File: src/rtl/idct_8_stage_1_inner_pkg.sv
// Shared types and constants for the 8-point IDCT stage-1 inner butterfly.
// Optional build macro: IDCT_STAGE1_HALVE_EN (halve the butterfly outputs).
package idct_pkg;

  localparam int LANE_W  = 64;
  localparam int N_LANES = 8;
  localparam int N_PAIRS = N_LANES / 2;
  localparam int CNT_W   = 2;
  localparam int IDX_W   = 3;

  // Lane index helpers: pair p uses lane p (sum) and lane LAST_LANE-p (difference)
  localparam logic [IDX_W-1:0] LAST_LANE = IDX_W'(N_LANES - 1);
  localparam logic [CNT_W-1:0] LAST_PAIR = CNT_W'(N_PAIRS - 1);

  typedef logic [LANE_W-1:0]              lane_t;
  typedef logic [N_LANES-1:0][LANE_W-1:0] vec_t;

  typedef enum logic [1:0] {
    IDLE = 2'd0,
    CALC = 2'd1,
    HOLD = 2'd2
  } state_e;

endpackage

File: src/rtl/idct_8_stage_1_inner_if.sv
// Streaming valid/ready bundle for the IDCT stage-1 inner block.
// slave = block side, master = producer/consumer side.
interface idct_8_stage_1_inner_if;
  import idct_pkg::*;

  vec_t i_data_in;
  logic i_valid;
  logic i_ready;
  vec_t o_data_out;
  logic o_valid;
  logic o_ready;
  logic o_busy;

  modport slave (
    input  i_data_in, i_valid, o_ready,
    output i_ready, o_data_out, o_valid, o_busy
  );

  modport master (
    output i_data_in, i_valid, o_ready,
    input  i_ready, o_data_out, o_valid, o_busy
  );

endinterface

File: src/rtl/idct_8_stage_1_inner_bfly_pair.sv
// Combinational inverse butterfly for one lane pair: a = s+d, b = s-d.
// With IDCT_STAGE1_HALVE_EN defined, both results are computed in 65 bits and
// arithmetically shifted right by one (rounds toward -inf, cannot overflow).
// Without it, results wrap modulo 2^64 (gain-2 transposed butterfly).
module idct_bfly_pair
  import idct_pkg::*;
(
  input  lane_t s,
  input  lane_t d,
  output lane_t a,
  output lane_t b
);

`ifdef IDCT_STAGE1_HALVE_EN
  logic signed [LANE_W:0] s_x, d_x, sum, dif;

  assign s_x = {s[LANE_W-1], s};
  assign d_x = {d[LANE_W-1], d};
  assign sum = s_x + d_x;
  assign dif = s_x - d_x;
  // The 65-bit halved value always fits back into 64 bits
  assign a   = LANE_W'(sum >>> 1);
  assign b   = LANE_W'(dif >>> 1);
`else
  assign a = s + d;
  assign b = s - d;
`endif

endmodule

File: src/rtl/idct_8_stage_1_inner.sv
// IDCT 8-point stage-1 inner: accepts one vector (sums in lanes 0..3,
// differences in lanes 7..4), reconstructs one lane pair per cycle through a
// single butterfly, then holds the result until the consumer takes it.
// Optional build macro: IDCT_STAGE1_HALVE_EN (see idct_bfly_pair).
module idct_8_stage_1_inner
  import idct_pkg::*;
(
  input  logic                  clk,
  input  logic                  rst_n,
  idct_8_stage_1_inner_if.slave bus
);

  state_e           state_q, state_d;
  logic [CNT_W-1:0] cnt_q, cnt_d;
  vec_t             in_q, in_d;
  vec_t             res_q, res_d;

  logic [IDX_W-1:0] idx_s, idx_d;
  lane_t            s, d, a, b;

  // Current pair: sum lane p, difference lane 7-p
  assign idx_s = {1'b0, cnt_q};
  assign idx_d = LAST_LANE - idx_s;
  assign s     = in_q[idx_s];
  assign d     = in_q[idx_d];

  idct_bfly_pair u_bfly (
    .s (s),
    .d (d),
    .a (a),
    .b (b)
  );

  // Next-state, counter and datapath register updates
  always_comb begin
    state_d = state_q;
    cnt_d   = cnt_q;
    in_d    = in_q;
    res_d   = res_q;
    case (state_q)
      IDLE: begin
        if (bus.i_valid) begin
          in_d    = bus.i_data_in;
          res_d   = '0;
          cnt_d   = '0;
          state_d = CALC;
        end
      end
      CALC: begin
        res_d[idx_s] = a;
        res_d[idx_d] = b;
        // 2-bit counter wraps 3->0 on the same edge that enters HOLD
        cnt_d        = cnt_q + CNT_W'(1);
        if (cnt_q == LAST_PAIR) state_d = HOLD;
      end
      HOLD: begin
        if (bus.o_ready) state_d = IDLE;
      end
      default: state_d = IDLE;
    endcase
  end

  // State and datapath registers; async reset discards any vector in flight
  always_ff @(posedge clk or negedge rst_n) begin
    if (!rst_n) begin
      state_q <= IDLE;
      cnt_q   <= '0;
      in_q    <= '0;
      res_q   <= '0;
    end else begin
      state_q <= state_d;
      cnt_q   <= cnt_d;
      in_q    <= in_d;
      res_q   <= res_d;
    end
  end

  // Handshake outputs decode straight from the state register
  assign bus.i_ready    = (state_q == IDLE);
  assign bus.o_valid    = (state_q == HOLD);
  assign bus.o_busy     = (state_q != IDLE);
  assign bus.o_data_out = res_q;

endmodule
File: src/flat_wrapper.sv
// flat-port wrapper written by rule: the top's interface ports become plain ports
module idct_8_stage_1_inner_flat import idct_pkg::*;
  (clk, rst_n, bus_i_data_in, bus_i_valid, bus_o_ready, bus_i_ready, bus_o_data_out, bus_o_valid, bus_o_busy);
  idct_8_stage_1_inner_if bus_i ();
  input  logic clk;
  input  logic rst_n;
  input wire logic [$bits(bus_i.i_data_in)-1:0] bus_i_data_in;
  input wire logic [$bits(bus_i.i_valid)-1:0] bus_i_valid;
  input wire logic [$bits(bus_i.o_ready)-1:0] bus_o_ready;
  output wire logic [$bits(bus_i.i_ready)-1:0] bus_i_ready;
  output wire logic [$bits(bus_i.o_data_out)-1:0] bus_o_data_out;
  output wire logic [$bits(bus_i.o_valid)-1:0] bus_o_valid;
  output wire logic [$bits(bus_i.o_busy)-1:0] bus_o_busy;
  assign bus_i.i_data_in = bus_i_data_in;
  assign bus_i.i_valid = bus_i_valid;
  assign bus_i.o_ready = bus_o_ready;
  assign bus_i_ready = bus_i.i_ready;
  assign bus_o_data_out = bus_i.o_data_out;
  assign bus_o_valid = bus_i.o_valid;
  assign bus_o_busy = bus_i.o_busy;
  idct_8_stage_1_inner u_core (.clk(clk), .rst_n(rst_n), .bus(bus_i));
endmodule
File: config.mk
export PLATFORM = sky130hd
export DESIGN_NAME = idct_8_stage_1_inner_flat
export DESIGN_NICKNAME = d
export VERILOG_FILES = /design/src/rtl/idct_8_stage_1_inner_pkg.sv /design/src/rtl/idct_8_stage_1_inner_if.sv /design/src/rtl/idct_8_stage_1_inner_bfly_pair.sv /design/src/rtl/idct_8_stage_1_inner.sv /design/src/flat_wrapper.sv
export SDC_FILE = /design/constraint.sdc
export NUM_CORES = 2
export LEC_CHECK = 0
export ABC_AREA = 0
export CAP_MARGIN = 20
export CORE_MARGIN = 1
export CORE_UTILIZATION = 27
export DETAILED_ROUTE_END_ITERATION = 10
export PLACE_DENSITY = 0.45
export RECOVER_POWER = 25
export SYNTH_ARGS = -nofsm -noshare
export SYNTH_HDL_FRONTEND = slang
export SYNTH_SLANG_ARGS = --single-unit
export TNS_END_PERCENT = 20
File: constraint.sdc
create_clock -name clk -period 4.5 [get_ports clk]
set_input_delay 0.9 -clock clk [delete_from_list [all_inputs] [get_ports clk]]
set_output_delay 0.9 -clock clk [all_outputs]
set_load 0.01 [all_outputs]
==> impl_metrics.toml <==
[floorplanning]
start_util_pct = 27.3
dieHeight_um = 428
rows = 155
core-area_mm2 = 0.179
die_width_um = 428
ios = 1031
die_area_mm2 = 0.183

[synthesis]
syn_inst = 4096
yosys.area.top_type = "dfrtp_1"
ys.flop_type = "dfrtp_1"
synth-seq-cells = 1024
ys_warn_count = 0
netlist.area_leader.share_pct = 52.4
async_flop_share_pct = 100
ys_seq_area_share_pct = 52.4
synth_edf_count = 0
netlist_top_cells_area = "dfrtp_1, mux2_2, mux4_2, a22o_1, o21ai_0"
syn-cell-area_mm2 = 0.0489
yosys.cell_types.count = 89
syn-num-nets = 4745
avgSynthCellArea_um2 = 11.9

[clock_tree]
clk_pin_slew_ps = 60
cts.htree.levels = 3
clkLatencyLatePin_ps = 810
cts_root_buffer = "clkbuf_16"
max-clock-path-buffers = 3
cts_tree = "done"
clock_sinks = 1024
cts_buffers = 117

[sta]
finalMaxSlewViolations = 563
max_slew_margin_pct = -46.9
fin_crit_sh_pct = 98.5
final.min_clock_period_ps = 4430
worstMarginPinSlew_ps = 2200
setup_viol = 0
rsz0062_at_grt = "yes"
hold_viol_final = 0
fmax_mhz = 226
final.setup_skew_ps = 36.5

[drt]
drc = 0
final_antenna_net_count = 0
vias_per_cell = 5.00
dr_wl_met2_mm = 104
vias = 39416
wl_met3_mm = 13.2
wirelength_mm = 222
dr.pass1.iters = 5
wl_met1_mm = 97.9
wl_per_cell_um = 28.1
drtIter0Drc = 2721
top_layer_used = "met5"

[worst_setup_path]
cpMostUsedCell = "buf_4"
worst-path-buf-inv = 6
path_class = "flop to flop"
cp_cell_sequence = "buf_12, buf_4, buf_4, mux4_2, ha_1, inv_1, o31ai_2, o2111ai_1, a31oi_1, buf_4, nor3b_4, o31a_1, buf_4, o311a_4, xnor2_4, a22o_1"
crit_path_start_kind = "flop"
crit_fanout = 8
critPathTopFamily = "compound AO/OA/AOI/OAI gates"
reg2reg_depth = 16
arrival_ps = 5120
slowest_delay_ps = 520
crit_slowest_cell = "dfrtp_4"
endpoint_kind = "flop"
cp.required_ps = 5190
crit_cells = 16

[global_route]
grt_pass1_wl_mm = 310
track_usage_pct = 23.7
grt_overflow = 0
antenna_found_initial = 76
grt_max_degree = 124
first_global_vias = 39763

[finish]
area_growth_pct = 42.0
finalNetCount = 6054
stdcell_area_mm2 = 0.0695
final_util_pct = 38.8
drive_gt1_share_pct = 25.5
regArea_mm2 = 0.0256
n_fill_cell = 17539
multiInputGateArea_mm2 = 0.0223

[job]
drv_cap = 9

[placement]
gp_congestion = 0.904
portBuffers = 1030
hpwl_mm = 173
placed_area_mm2 = 0.0648

[worst_hold_path]
hold_depth = 2
worstHoldPathType = "flop to flop"

[status]
outcome = "complete, but fails checks"
violations = "capacitance limit, slew limit"
final timing paths:
path,slack (ps),endpoint,from
setup / recovery,70,u_core.bus.o_data_out[315],u_core.cnt_q[0]
hold / removal,470,u_core.bus.o_data_out[302],u_core.bus.o_data_out[302]
setup reg to reg,70,u_core.bus.o_data_out[315],u_core.cnt_q[0]
hold reg to reg,470,u_core.bus.o_data_out[302],u_core.bus.o_data_out[302]
max in group asynchronous,670,u_core.bus.o_data_out[6],rst_n
min in group asynchronous,670,u_core.in_q[448],rst_n
cell families (layout without fill, tap and decap cells):
kind of cell / Yosys count / in the layout / share of synthesized area, %
DFF: 1024 / 1024 / 52.4
AOI/OAI and AO/OA: 977 / 977 / 13.4
and+or+nand+nor: 781 / 781 / 7.56
muxes: 644 / 644 / 17.8
buffers and inverters: 423 / 1831 / 3.42
adders and majority gates: 133 / 133 / 3.43
xor gates and xnor gates: 114 / 114 / 2.06
other: 0 / 20 / 0
synth_stat cells (34+ instances only):
master       n
a21oi_1    178
clkbuf_1   214
mux2_2     512
mux4_2     127
nor2_1     109
nand4_1     56
nor4_1      39
a22o_1     197
nand2_1    370
dfrtp_1   1024
ha_1       131
o31ai_1     37
nand3_1     55
o21bai_1    34
xnor2_1    104
o21ai_0    341
inv_1      138
cell type report:
type / instances / area share, %
multi-input cells: 2649 / 32.0
repair buffers: 1472 / 20.2
well taps: 2355 / 4.24
inverters: 141 / 0.773
diodes: 20 / 0.0721
flip-flops and latches: 1024 / 36.9
clock buffers: 172 / 4.92
clock inverters: 46 / 0.886
placed cells by master, fill, tap and decap left out, drive strengths merged, types with 24 or more instances in the layout:
cell type	netlist	final
nor2	109	109
o31ai	42	42
o21ai	351	351
mux4	127	127
xnor2	105	105
clkdlybuf4s50	0	1029
a21oi	179	179
nor2b	24	24
or4	33	33
nor4	42	42
inv	140	145
nand4	57	57
o21bai	34	34
mux2	515	515
nand2	370	370
nand3	58	58
buf	68	425
dfrtp	1024	1024
a22o	197	197
ha	131	131
nor3	29	29
clkbuf	214	190
flip-flops by register name, summed over array words and instances (netlist names):
register,flops
u_core.in_q,512
u_core.bus.o_data_out,508
u_core.cnt_q,2
u_core.state_q,2
worst min-delay path: stages, from the launching register on:
cell and delay (ps):
dfrtp_1 340, nand2_1 40, o21ai_0 60
routing by layer:
metal	global-route usage, %	vias to the layer above
met4	6.51	68
met3	5.25	335
met2	38.1	1253
li1	-	17609
met1	32.0	20151
met5	0	-
through the flow:
stage,hold WS [ps],setup TNS (ps),cells,worst slack [ps]
floorplan,461,0,4096,137
global placement,460,-6670,7630,-191
detailed placement,470,-8940,7630,-275
CTS,68.9,0,7853,5.61
global route,501,-267,7869,-41.2
finish,475,0,7879,69.0
what timing repair did:
| action | in CTS | in global routing |
|---|---|---|
| gates cloned | 0 | 1 |
| setup buffers | 5 | 5 |
| resized for setup | 25 | 79 |
| hold buffers | 0 | 0 |
| pin swaps | 5 | 13 |
| setup endpoints to repair | 87 | 181 |
Power is not shown: default switching activity piles up to over one toggle a cycle in this logic, so the estimate is an artifact.
